**config.mk**
```make
export PLATFORM = sky130hd
export DESIGN_NAME = fp_add_normaliser
export DESIGN_NICKNAME = d
export VERILOG_FILES = /design/src/rtl/fp_add_normaliser_pkg.sv /design/src/rtl/fp_add_normaliser_lzc49.sv /design/src/rtl/fp_add_normaliser.sv
export SDC_FILE = /design/constraint.sdc
export NUM_CORES = 1
export LEC_CHECK = 0
export ABC_AREA = 1
export ABC_CLOCK_PERIOD_IN_PS = 22900
export BUFFER_PORTS_ARGS = -buffer_cell sky130_fd_sc_hd__buf_2
export CELL_PAD_IN_SITES_DETAIL_PLACEMENT = 0
export CELL_PAD_IN_SITES_GLOBAL_PLACEMENT = 1
export CORE_ASPECT_RATIO = 2
export CORE_MARGIN = 1
export CORE_UTILIZATION = 40
export CTS_CLUSTER_SIZE = 16
export DETAILED_ROUTE_END_ITERATION = 12
export PLACE_DENSITY_LB_ADDON = 0.1
export SLEW_MARGIN = 15
export SYNTH_ARGS = -nofsm -noshare
export SYNTH_HDL_FRONTEND = slang
export SYNTH_HIERARCHICAL = 1
export SYNTH_SLANG_ARGS = --single-unit
```
**constraint.sdc**
```tcl
create_clock -name clk -period 22.9 [get_ports clk]
set_input_delay 6.87 -clock clk [delete_from_list [all_inputs] [get_ports clk]]
set_output_delay 6.87 -clock clk [all_outputs]
set_load 0.01 [all_outputs]
```
**src/rtl/fp_add_normaliser_pkg.sv**
```systemverilog
// Shared definitions for the FP32 adder normalise/round stage:
// field widths, packed special values and FSM state encodings.
package fp_add_normaliser_pkg;

  localparam int EXP_W  = 8;
  localparam int FRAC_W = 23;
  localparam int MANT_W = 49;

  localparam logic [EXP_W-1:0] EXP_INF = 8'hFF;
  localparam logic [31:0]      QNAN    = 32'h7FC00000;

  typedef enum logic [2:0] {
    ST_IDLE  = 3'd0,
    ST_SUM   = 3'd1,
    ST_NORM  = 3'd2,
    ST_ROUND = 3'd3,
    ST_DONE  = 3'd4
  } state_e;

  function automatic logic [31:0] pack_inf(input logic sign);
    return {sign, EXP_INF, 23'h000000};
  endfunction

  function automatic logic [31:0] pack_zero(input logic sign);
    return {sign, 31'h00000000};
  endfunction

endpackage

```
**src/rtl/fp_add_normaliser_lzc49.sv**
```systemverilog
// Combinational leading-zero count of a 48-bit vector; all-zero input gives 48.
module fp_add_normaliser_lzc49 (
  input  logic [47:0] i_vec,
  output logic [5:0]  o_cnt
);

  // Scan LSB to MSB so the highest set bit has the final say.
  always_comb begin
    o_cnt = 6'd48;
    for (int i = 0; i < 48; i++) begin
      o_cnt = i_vec[i] ? 6'(47 - i) : o_cnt;
    end
  end

endmodule

```
**src/rtl/fp_add_normaliser.sv**
```systemverilog
// FP32 adder stage 2: sums the aligned mantissas, normalises a few bits per cycle,
// rounds to nearest-even and packs the IEEE-754 single, with valid/ready on both sides.
module fp_add_normaliser
  import fp_add_normaliser_pkg::*;
#(
  parameter int SHIFT_STEP = 4
) (
  input  logic              clk,
  input  logic              rst,
  input  logic              in_valid,
  output logic              in_ready,
  input  logic              NaN_res,
  input  logic              inf_res,
  input  logic              res_sig,
  input  logic              legal,
  input  logic [EXP_W-1:0]  exp_max,
  input  logic [MANT_W-1:0] mant_op_1,
  input  logic [MANT_W-1:0] mant_op_2,
  output logic              out_valid,
  input  logic              out_ready,
  output logic [31:0]       result
);

  state_e            r_state;
  state_e            w_state_nxt;
  logic              r_in_ready;
  logic              r_out_valid;
  logic [31:0]       r_result;
  logic [MANT_W-1:0] r_mant_1;
  logic [MANT_W-1:0] r_mant_2;
  logic [MANT_W-1:0] r_s;
  logic [EXP_W:0]    r_e;
  logic              r_sticky;
  logic              r_sign;

  // One extra bit keeps the two's-complement sum from wrapping before the magnitude is taken.
  logic [MANT_W:0]   w_sum;
  logic [MANT_W-1:0] w_abs;
  logic              w_abs_zero;

  assign w_sum      = {r_mant_1[MANT_W-1], r_mant_1} + {r_mant_2[MANT_W-1], r_mant_2};
  assign w_abs      = w_sum[MANT_W] ? MANT_W'(-w_sum) : w_sum[MANT_W-1:0];
  assign w_abs_zero = (w_abs == {MANT_W{1'b0}});

  logic [5:0]     w_lzc;
  logic [EXP_W:0] w_e_m1;
  logic [EXP_W:0] w_k_step;
  logic [EXP_W:0] w_k;

  fp_add_normaliser_lzc49 u_lzc (
    .i_vec (r_s[47:0]),
    .o_cnt (w_lzc)
  );

  // Shift is capped by the per-cycle budget and by how far E can drop before going subnormal.
  assign w_e_m1   = r_e - 9'd1;
  assign w_k_step = ({3'b000, w_lzc} < 9'(SHIFT_STEP)) ? {3'b000, w_lzc} : 9'(SHIFT_STEP);
  assign w_k      = (w_k_step < w_e_m1) ? w_k_step : w_e_m1;

  logic [FRAC_W-1:0] w_frac;
  logic              w_guard;
  logic              w_stick_all;
  logic              w_round_up;
  logic [24:0]       w_mant_rnd;
  logic [EXP_W:0]    w_e_rnd;
  logic              w_hidden;
  logic [FRAC_W-1:0] w_frac_rnd;
  logic [31:0]       w_rounded;

  assign w_frac      = r_s[46:24];
  assign w_guard     = r_s[23];
  assign w_stick_all = (|r_s[22:0]) | r_sticky;
  assign w_round_up  = w_guard & (w_stick_all | w_frac[0]);
  assign w_mant_rnd  = {1'b0, r_s[47], w_frac} + {24'h000000, w_round_up};

  // Rounding carry renormalises to 1.0 with a bumped exponent; overflow saturates to infinity.
  always_comb begin
    w_e_rnd    = r_e;
    w_hidden   = w_mant_rnd[23];
    w_frac_rnd = w_mant_rnd[22:0];
    w_rounded  = pack_zero(r_sign);
    if (w_mant_rnd[24]) begin
      w_e_rnd    = r_e + 9'd1;
      w_hidden   = 1'b1;
      w_frac_rnd = 23'h000000;
    end else begin
      w_e_rnd    = r_e;
    end
    if (w_e_rnd >= 9'd255) begin
      w_rounded = pack_inf(r_sign);
    end else begin
      w_rounded = {r_sign, (w_hidden ? w_e_rnd[EXP_W-1:0] : 8'h00), w_frac_rnd};
    end
  end

  // Next-state logic.
  always_comb begin
    w_state_nxt = r_state;
    case (r_state)
      ST_IDLE: begin
        if (in_valid) begin
          w_state_nxt = legal ? ST_SUM : ST_DONE;
        end else begin
          w_state_nxt = ST_IDLE;
        end
      end
      ST_SUM:   w_state_nxt = w_abs_zero ? ST_DONE : ST_NORM;
      ST_NORM: begin
        if (r_s == {MANT_W{1'b0}}) begin
          w_state_nxt = ST_DONE;
        end else if (r_s[48] || r_s[47] || (r_e == 9'd1)) begin
          w_state_nxt = ST_ROUND;
        end else begin
          w_state_nxt = ST_NORM;
        end
      end
      ST_ROUND: w_state_nxt = ST_DONE;
      ST_DONE: begin
        if (out_ready) begin
          w_state_nxt = ST_IDLE;
        end else begin
          w_state_nxt = ST_DONE;
        end
      end
      default:  w_state_nxt = ST_IDLE;
    endcase
  end

  // State register, handshake flags and datapath registers.
  always_ff @(posedge clk or posedge rst) begin
    if (rst) begin
      r_state     <= ST_IDLE;
      r_in_ready  <= 1'b1;
      r_out_valid <= 1'b0;
      r_result    <= 32'h00000000;
      r_mant_1    <= {MANT_W{1'b0}};
      r_mant_2    <= {MANT_W{1'b0}};
      r_s         <= {MANT_W{1'b0}};
      r_e         <= 9'd0;
      r_sticky    <= 1'b0;
      r_sign      <= 1'b0;
    end else begin
      r_state     <= w_state_nxt;
      r_in_ready  <= (w_state_nxt == ST_IDLE);
      r_out_valid <= (w_state_nxt == ST_DONE);
      case (r_state)
        ST_IDLE: begin
          if (in_valid) begin
            r_sign   <= res_sig;
            r_mant_1 <= mant_op_1;
            r_mant_2 <= mant_op_2;
            r_e      <= (exp_max == 8'h00) ? 9'd1 : {1'b0, exp_max};
            r_sticky <= 1'b0;
            if (NaN_res) begin
              r_result <= QNAN;
            end else if (inf_res) begin
              r_result <= pack_inf(res_sig);
            end else begin
              r_result <= pack_zero(res_sig);
            end
          end
        end
        ST_SUM: begin
          r_s <= w_abs;
          if (w_abs_zero) begin
            r_result <= pack_zero(r_sign);
          end
        end
        ST_NORM: begin
          if (r_s == {MANT_W{1'b0}}) begin
            r_result <= pack_zero(r_sign);
          end else if (r_s[48]) begin
            r_s      <= r_s >> 1;
            r_sticky <= r_sticky | r_s[0];
            r_e      <= r_e + 9'd1;
          end else if (!r_s[47] && (r_e != 9'd1)) begin
            r_s <= r_s << w_k;
            r_e <= r_e - w_k;
          end
        end
        ST_ROUND: r_result <= w_rounded;
        ST_DONE:  r_result <= r_result;
        default:  r_result <= r_result;
      endcase
    end
  end

  assign in_ready  = r_in_ready;
  assign out_valid = r_out_valid;
  assign result    = r_result;

endmodule

```
* Yosys cells after proc, flatten, opt, wreduce, memory -nomap -nowiden
Index checks and enable logic that the tools add are counted.
Widths: inputs -> output; s select.
** Cells by class
- Add/subtract/negate cells :: 6
- Magnitude comparators :: 3
- Equality and inequality tests :: 13
- Shifts and indexed selects :: 1
- Multiplexer cells :: 83
- Bitwise logic cells :: 4
- Reduce and logical (&&, ||, !) cells :: 19
** Operator list (count)
- $mux 6 :: 48
- $mux 49 :: 4
- $mux 32 :: 4
- $pmux 32 s4 :: 1
- $logic_not 49->1 :: 2
- $pmux 49 s2 :: 1
- $mux 31 :: 2
- $mux 9 :: 6
- $add 49x49->50 :: 1
- $neg 49->49 :: 1
- $shl 49x9->49 :: 1
- $add 24x1->25 :: 1
- $mux 23 :: 1
- $reduce_or 23->1 :: 1
- $pmux 9 s2 :: 1
- $mux 8 :: 2
- $mux 3 :: 5
- $pmux 3 s5 :: 1
- $reduce_and 4->1 :: 3
- $ne 2x2->1 const B :: 5
- $add 9x1->9 const B :: 1
- $eq 9x1->1 const B :: 1
- $ge 9x8->1 const B :: 1
- $lt 6x9->1 :: 1
- 22 further kinds :: 34
** Storage, ports and cells
- Bits in registers :: 195
- Bits of input ports :: 114
- Output and inout port bits :: 34
- Word-level logic and storage cells :: 140

* Logic depth before layout (Yosys ltp)
Gate-level depths: netlist of the first run.
- Depth in word-level cells :: 57
- Depth in mapped cells :: 67
- Depth with buffers taken out :: 66

* By module
The synthesis of the first run kept the hierarchy.
** Modules (own cells, without submodules)
- fp_add_normaliser :: instances 1, cells an instance 3259, area each 19014.5 um^2, seq. area each 4880.9 um^2
- fp_add_normaliser_lzc49 :: instances 1, cells an instance 169, area each 704.4 um^2, seq. area each 0.0 um^2

* Least setup slack after synthesis of the first run
OpenSTA, ideal clock, no wires.
- Kind :: in2reg
- From :: in exp_max[1]
- To :: reg r_e[0]
- Library setup time :: 0.084 ns
- Arrival time :: 7.803 ns
- Data required time :: 22.816 ns
- Setup slack :: 15.013 ns
- Cell stages on the path :: 6
- Path buffers :: 0
- Path through :: or4_1 > nor4_1 > o21ai_0 > o221ai_1 > nand2_1 > o21ai_0
** On the way
- Word-level cells in the longest chain between the ends :: 4
** RTL lines
- start, declared :: RTL line fp_add_normaliser.sv:16 : input logic [EXP_W-1:0] exp_max,
- $logic_not 8->1 :: RTL line fp_add_normaliser.sv:152 : r_e <= (exp_max == 8'h00) ? 9'd1 : {1'b0, exp_max};
- $mux 8 :: RTL line fp_add_normaliser.sv:152
- $mux 9 :: RTL line fp_add_normaliser.sv:148 : if (in_valid) begin
- $pmux 9 s2 :: RTL line fp_add_normaliser.sv:146 : case (r_state)
- end signal, assigned :: RTL line fp_add_normaliser.sv:152
- end signal, assigned :: RTL line fp_add_normaliser.sv:175 : r_e <= r_e + 9'd1;
- end signal, assigned :: RTL line fp_add_normaliser.sv:178 : r_e <= r_e - w_k;
- end, declared :: RTL line fp_add_normaliser.sv:32 : logic [EXP_W:0] r_e;
Every way passes these cells. The select of a mux whose other input is x is not followed.
A chain may end at the register's enable or synchronous reset.

* Worst setup path after layout of the first run
- From :: in in_valid
- To :: reg r_result[3], in the netlist result[3]
** On the way
- Word-level cells in the longest chain between the ends :: 2
** RTL lines
- start, declared :: RTL line fp_add_normaliser.sv:10 : input logic in_valid,
- $ne 2x2->1 (no source line)
- $reduce_and 4->1 (no source line)
- end signal, assigned :: RTL line fp_add_normaliser.sv:157 : r_result <= pack_inf(res_sig);
- end signal, assigned :: RTL line fp_add_normaliser.sv:159 : r_result <= pack_zero(res_sig);
- end signal, assigned :: RTL line fp_add_normaliser.sv:166 : r_result <= pack_zero(r_sign);
- end, declared :: RTL line fp_add_normaliser.sv:28 : logic [31:0] r_result;
Every way passes these cells.

==> flow_summary.yaml, run 1 <==
run_status:
  status: "finished, final reports clean"
global_route:
  antenna_found_initial: 3
  grt_overflow: 0
  grt_max_degree: 97
  grt_use_total: 0.348
  grt_pass1_wl_um: 130000
  grt_pass1_vias: 22315
setup_path:
  path_class: "primary input to flop"
  required_ps: 23270
  endpoint_kind: "flop"
  crit_arrival_ps: 8500
  startpoint_type: "primary input"
  cp_max_fo: 32
cts:
  cts_tree: "done"
  cts.clk_slew.worst_paths_ps: 80
  htree_levels: 4
  cts_resized: 0
  clkSinkCount: 195
  clockBufferDepth: 2
  cts_hold_buf: 0
  cts_setup_buffers: 0
  clockRootBuffer: "clkbuf_16"
  cts_made_buffers: 17
  clock_latency_ps: 490
timing:
  tns_ps: 0
  slew_headroom: 0.248
  period_share: 0.355
  worst_pin_slew_ps: 1120
  min_period_ps: 8130
  skew_ps: 17.4
  drv_slew: 0
  hold_viol: 0
  clock.fmax_mhz: 123
  rsz0062_at_grt: "false"
  finalSetupViolCount: 0
floorplanning:
  die_height_um: 316
  core-area_um2: 48500
  start_util: 0.407
  die_w_um: 159
  placement_rows: 114
  die-area_um2: 50200
  num_io_pins: 148
cells_and_area:
  area_delta_synth_final_pct: 9.54
  nets: 3689
  drive_gt1_frac: 0.0829
synthesis:
  seq_area_frac_synth: 0.248
  synth_most_common_cell: "nand2_1"
  synth_top_family_by_area: "simple AND/OR/NAND/NOR gates"
  synth_edf_count: 0
  ys.flop_type: "dfrtp_1"
  syn_avg_cell_area_um2: 5.75
  synthXorXnorAreaFrac: 0.0178
  yosysWarnings: 6
  ys_top_cells_by_count: "nand2_1, inv_1, nand3_1"
  synthArstFlopShare: 1.00
  synth-simple-area-share: 0.469
  synth_seq_cells: 195
  synth_top_area_cell: "nand2_1"
  syn_area_um2: 19700
  synthTopCellsByArea: "nand2_1, dfrtp_1, nand3_1"
  synth_top_cell_area_share: 0.271
  synth_compound_area_frac: 0.115
  synth_fa_ha_area_frac: 0.0433
  synthMuxAreaShare: 0.00114
  synth_cells: 3428
  ys_types: 59
flow_run:
  cap_violations: 0
place:
  hpwl_um: 69800
  gp_congestion: 0.995
  port_buffers: 147
detailed_routing:
  viasPerCell: 5.40
  vias: 22459
  drtIter0Drc: 1577
  drt-wirelength-per-cell_um: 20.9
  ant_nets: 0
  first_pass_iters: 6
  drc: 0
  routed_wl_um: 86800
hold_path:
  worstHoldPathType: "flop to flop"
critical path, stage by stage:
cell	delay, ps
buf_2	100
inv_1	50
a21oi_1	690
nand3_4	490
nand2_1	180
nand2_1	80
layout by cell type (no fill, tap or decap), types with 14 or more instances in the layout:
master,instances
a21oi_1,95
a221oi_1,15
buf_2,147
buf_4,26
clkbuf_16,17
dfrtp_1,194
ha_1,65
inv_1,400
nand2_1,1421
nand2_2,22
nand3_1,336
nand4_1,58
nor2_1,284
nor2_2,15
nor3_1,33
nor4_1,14
o211ai_1,33
o21ai_0,111
xor2_1,34
per-layer routing:
layer  routed length, um  global-route usage  vias up  part of all wire
met2               45400               0.656      697              0.52
met4               10400               0.368        4              0.12
met3                3010              0.0373      308             0.035
met5                  23                   0        -           0.00027
li1                    -                   -    11128                 -
met1               27900               0.311    10322              0.32
per-stage QoR:
stage               std cells  cell area [um2]  worst slack [ps]  utilization  hold WS [ps]
finish                   4161            21600             14770        0.445           470
global route             4159            21600             14570        0.445           502
CTS                      4159            21600             14770        0.445           473
detailed placement       4127            21000             14260        0.433           453
global placement         4127            21000             14360        0.433           449
floorplan                3430            19700             10720            -           453
state kept, by name (all words and copies together) (netlist names):
signal     count
r_mant_1      49
r_mant_2      49
r_s           49
result        32
r_e            9
r_state        3
in_ready       1
out_valid      1
r_sign         1
r_sticky       1
cell type report:
class / count / area [um2]
antenna: 2 / 5.00
clock buffer: 18 / 429
clock inverter: 14 / 165
fill: 5388 / 26900
inverter: 420 / 1610
multi-input combinational: 2701 / 12800
sequential: 195 / 4880
tap: 638 / 798
timing repair buffer: 173 / 931
worst paths after layout:
kind / from / depth (start not counted) / slack [ps] / to
min in group asynchronous: rst / 2 / 6420 / r_mant_2[0]
hold / removal: result[6] / 2 / 470 / result[6]
setup / recovery: in_valid / 6 / 14770 / result[3]
hold reg to reg: result[6] / 2 / 470 / result[6]
max in group asynchronous: rst / 3 / 15130 / r_mant_2[41]
setup reg to reg: r_s[0] / 34 / 15520 / r_e[8]
cell families (layout without fill, tap and decap cells):
group           after synthesis  count (layout)
simple gates               2222            2222
fa+ha+maj                    67              67
other cells                   1               5
mux                           2               2
xor+xnor                     40              40
compound gates              367             367
flops                       195             195
buf+inv                     534             625
Power of run 1 is left out: the tool's default activity adds up to more than one toggle a clock period on the data nets, which glitch-free logic cannot reach.
==> run 2: changes to the inputs <==
--- a/config.mk
+++ b/config.mk
@@ -6,7 +6,7 @@
 export NUM_CORES = 1
 export LEC_CHECK = 0
 export ABC_AREA = 1
-export ABC_CLOCK_PERIOD_IN_PS = 22900
+export ABC_CLOCK_PERIOD_IN_PS = 8450
 export BUFFER_PORTS_ARGS = -buffer_cell sky130_fd_sc_hd__buf_2
 export CELL_PAD_IN_SITES_DETAIL_PLACEMENT = 0
 export CELL_PAD_IN_SITES_GLOBAL_PLACEMENT = 1
==> constraint.sdc (replaced) <==
create_clock -name clk -period 8.45 [get_ports clk]
set_input_delay 2.535 -clock clk [delete_from_list [all_inputs] [get_ports clk]]
set_output_delay 2.535 -clock clk [all_outputs]
set_load 0.01 [all_outputs]
==> flow_summary.yaml, run 2 (synthesized netlist as in run 1, its figures left out) <==
place:
  hpwl_um: 70100
  gp_congestion: 1.08
  port_buffers: 147
timing:
  finalSetupViolCount: 0
  worst_pin_slew_ps: 1290
  min_period_ps: 6680
  tns_ps: 0
  drv_slew: 0
  skew_ps: 27.4
  hold_viol: 0
  rsz0062_at_grt: "false"
  clock.fmax_mhz: 150
  slew_headroom: 0.140
  period_share: 0.791
hold_path:
  worstHoldPathType: "flop to flop"
  whs_path_depth: 2
  hold_end: "result[0]"
  worstHoldStart: "result[0]"
setup_path:
  cp_slowest_stage_delay_ps: 470
  rr_worst_depth: 61
  cp_max_fo: 33
  path_class: "flop to flop"
  crit_arrival_ps: 7080
  r2r_end: "r_s[31]"
  r2r_setup_slack_ps: 1770
  cp_slowest_cell: "dfrtp_1"
  path_common_cell: "nand2_1"
  startpoint_type: "flop"
  timing.rr.start: "r_s[0]"
  endpoint_kind: "flop"
  required_ps: 8840
detailed_routing:
  drc: 0
  drt-wirelength-per-cell_um: 20.9
  first_pass_iters: 6
  vias: 22604
  viasPerCell: 5.43
  routed_wl_um: 87200
  ant_nets: 0
  drtIter0Drc: 1491
cts:
  clock_latency_ps: 500
  clkSinkCount: 195
  cts.clk_slew.worst_paths_ps: 100
  cts_made_buffers: 17
  htree_levels: 4
  clockRootBuffer: "clkbuf_16"
  cts_setup_buffers: 0
  cts_hold_buf: 0
  cts_resized: 0
  cts_tree: "done"
  clockBufferDepth: 2
global_route:
  grt_overflow: 0
  grt_pass1_wl_um: 131000
  grt_max_degree: 99
  antenna_found_initial: 5
  grt_pass1_vias: 22601
  grt_use_total: 0.350
cells_and_area:
  mostFrequentLayoutCells: "nand2_1, inv_1, nand3_1"
  layout_commonest_cell: "nand2_1"
  post-route-util: 0.447
  drive_gt1_frac: 0.0840
  nets: 3691
  reg.largest.list: "r_mant_1 x49, r_mant_2 x49, r_s x49"
  area_delta_synth_final_pct: 9.82
floorplanning:
  placement_rows: 114
  start_util: 0.407
  die-area_um2: 50200
  core-area_um2: 48500
  die_height_um: 316
  die_w_um: 159
  num_io_pins: 148
run_status:
  status: "finished, final reports clean"
flow_run:
  cap_violations: 0
-- run 2: worst max-delay path: cells and delay by family (launching register included) --
family | cells | cell delay (ps)
and+or+nand+nor | 53 | 4230
AOI/OAI and AO/OA | 4 | 770
DFF | 1 | 470
buffers and inverters | 4 | 1100
-- run 2: how the worst max path moves through the flow --
stage,startpoint,end,cells past startpoint
finish,r_s[0],r_s[31],61
global route,r_s[1],r_s[31],62
CTS,r_s[0],r_e[7],33
detailed placement,r_s[0],r_e[7],33
floorplan,rst,out_valid,1
global placement,r_s[1],r_e[7],65
-- run 2: stage by stage --
| stage | hold WS, ps | worst slack [ps] | std cells | cell area [um2] |
|---|---|---|---|---|
| final | 469 | 1770 | 4163 | 21700 |
| after global routing | 479 | 1220 | 4161 | 21600 |
| after CTS | 473 | 1930 | 4161 | 21600 |
| after detailed placement | 453 | 1990 | 4129 | 21000 |
| after global placement | 449 | 2080 | 4129 | 21000 |
| after floorplan | 453 | 604 | 3430 | 19700 |
-- run 2: layout make-up --
cell class | count | area (um2)
fill | 5484 | 26800
multi-input combinational | 2701 | 12800
sequential | 195 | 4880
inverter | 420 | 1610
timing repair buffer | 175 | 946
tap | 638 | 798
clock buffer | 18 | 439
clock inverter | 14 | 189
antenna | 2 | 5.00
-- run 2: metal layers --
metal / vias up / GRT usage / part of all wire
met5: - / 0 / 0.00047
met3: 361 / 0.0500 / 0.041
met1: 10336 / 0.305 / 0.32
met2: 762 / 0.662 / 0.52
met4: 6 / 0.370 / 0.12
li1: 11139 / - / -
Power of run 2 is left out for the same reason.
==> run 3: changes to the inputs <==
--- a/config.mk
+++ b/config.mk
@@ -6,13 +6,13 @@
 export NUM_CORES = 1
 export LEC_CHECK = 0
 export ABC_AREA = 1
-export ABC_CLOCK_PERIOD_IN_PS = 8450
+export ABC_CLOCK_PERIOD_IN_PS = 5600
 export BUFFER_PORTS_ARGS = -buffer_cell sky130_fd_sc_hd__buf_2
 export CELL_PAD_IN_SITES_DETAIL_PLACEMENT = 0
 export CELL_PAD_IN_SITES_GLOBAL_PLACEMENT = 1
 export CORE_ASPECT_RATIO = 2
 export CORE_MARGIN = 1
-export CORE_UTILIZATION = 40
+export CORE_UTILIZATION = 39
 export CTS_CLUSTER_SIZE = 16
 export DETAILED_ROUTE_END_ITERATION = 12
 export PLACE_DENSITY_LB_ADDON = 0.1
==> constraint.sdc (replaced) <==
create_clock -name clk -period 5.6 [get_ports clk]
set_input_delay 1.68 -clock clk [delete_from_list [all_inputs] [get_ports clk]]
set_output_delay 1.68 -clock clk [all_outputs]
set_load 0.01 [all_outputs]
==> flow_summary.yaml, run 3 (synthesized netlist as in run 1, its figures left out) <==
cells_and_area:
  layout_commonest_cell: "nand2_1"
  mostFrequentLayoutCells: "nand2_1, inv_1, nand3_1"
  area_delta_synth_final_pct: 21.5
  drive_gt1_frac: 0.170
  nets: 3865
  reg.largest.list: "r_mant_1 x49, r_mant_2 x49, r_s x49"
  fillers: 5415
  fin_area_um2: 24000
  num_antenna_cells: 0
floorplanning:
  die_w_um: 161
  placement_rows: 116
  die_height_um: 320
  core-area_um2: 49900
  die-area_um2: 51500
  num_io_pins: 148
  start_util: 0.395
timing:
  worst_pin_slew_ps: 1610
  period_share: 1.01
  layout_setup_ws_ps: -67.6
  slew_headroom: -0.0703
  finalSetupViolCount: 7
  hold_viol: 0
  clock.fmax_mhz: 176
  drv_slew: 13
  skew_ps: 17.7
  rsz0062_at_grt: "true"
  min_period_ps: 5670
place:
  gp_congestion: 1.04
  port_buffers: 147
  detailed_place.area_um2: 22300
  hpwl_um: 76300
cts:
  cts_made_buffers: 17
  cts_tree: "done"
  clock_latency_ps: 480
  cts_hold_buf: 0
  clkSinkCount: 195
  cts.clk_slew.worst_paths_ps: 90
  htree_levels: 4
  clockBufferDepth: 2
  clockRootBuffer: "clkbuf_16"
global_route:
  grt_max_degree: 138
  grt_overflow: 0
  grt_use_total: 0.364
  antenna_found_initial: 0
  grt_pass1_wl_um: 138000
  grt_pass1_vias: 23491
setup_path:
  cp_slowest_stage_delay_ps: 390
  endpoint_kind: "flop"
  required_ps: 5980
  cp_max_fo: 10
  path_common_cell: "nand2_1"
  startpoint_type: "flop"
  path_class: "flop to flop"
  crit_arrival_ps: 6040
  cp_slowest_cell: "dfrtp_1"
run_status:
  violations: "max-capacitance violations, max-slew violations, negative setup slack"
  status: "finished, violations left"
flow_run:
  cap_violations: 1
detailed_routing:
  viasPerCell: 5.46
  drtIter0Drc: 1554
  drt-wirelength-per-cell_um: 21.9
  drc: 0
  vias: 23716
  ant_nets: 0
  first_pass_iters: 6
  routed_wl_um: 95200
hold_path:
  worstHoldPathType: "flop to flop"
run 3: cell types whose count changed in the layout (fill, tap and decap cells not counted), sizes merged:
| cell | delta |
|---|---|
| bufinv | -2 |
| clkinvlp | +2 |
| buf | +172 |
| inv | -2 |
| nand3 | +1 |
| diode | -2 |
| clkbuf | +3 |
run 3: worst max-delay path, delay by kind of cell, from the launching register on:
kind	cells	cell delay, ps
AOI/OAI and AO/OA	9	1320
adders and majority gates	1	270
buffers and inverters	9	1170
DFF	1	390
and+or+nand+nor	28	2380
run 3: timing repair:
item                                    4_1_cts  5_1_grt
setup buffers                                 1       23
hold endpoints to repair                      0        0
cloned                                        0        2
endpoints found under the setup margin       30       86
gates resized for setup                      14      235
pin swaps                                     4       54
run 3: layout make-up:
cell class / instances / area, um2 / share of cell area
Clock inverter: 12 / 101 / 0.00423
Timing Repair Buffer: 348 / 2500 / 0.104
Multi-Input combinational cell: 2702 / 13600 / 0.568
Clock buffer: 20 / 437 / 0.0182
Inverter: 420 / 1610 / 0.0673
Sequential cell: 195 / 4880 / 0.204
Tap cell: 649 / 812 / 0.0339
run 3: final timing paths:
check | end | depth (start not counted) | slack (ps) | start
worst max-delay path | r_s[43] | 47 | -70 | r_s[0]
worst min-delay path | result[10] | 2 | 470 | result[10]
worst max register to register | r_s[43] | 47 | -70 | r_s[0]
worst min register to register | result[10] | 2 | 470 | result[10]
max in group asynchronous | result[4] | 3 | 3470 | rst
min in group asynchronous | r_s[3] | 2 | 1070 | rst
run 3: stage by stage:
stage / setup slack (ps) / utilization / hold WS [ps] / instances / TNS (ps)
after global placement: -254 / 0.446 / 450 / 4288 / -782
after global routing: -386 / 0.480 / 493 / 4346 / -9000
final: -67.6 / 0.480 / 471 / 4346 / -268
after detailed placement: -345 / 0.446 / 453 / 4288 / -1840
after CTS: 5.92 / 0.458 / 473 / 4321 / 0
after floorplan: 474 / - / 453 / 3430 / 0
run 3: routing by layer:
| metal | global-route usage | vias up | routed length, um |
|---|---|---|---|
| met3 | 0.0392 | 403 | 3440 |
| met4 | 0.375 | 0 | 11600 |
| met2 | 0.697 | 870 | 50800 |
| met5 | 0 | - | 0 |
| met1 | 0.310 | 10967 | 29400 |
| li1 | - | 11476 | - |
Power of run 3 is left out for the same reason.
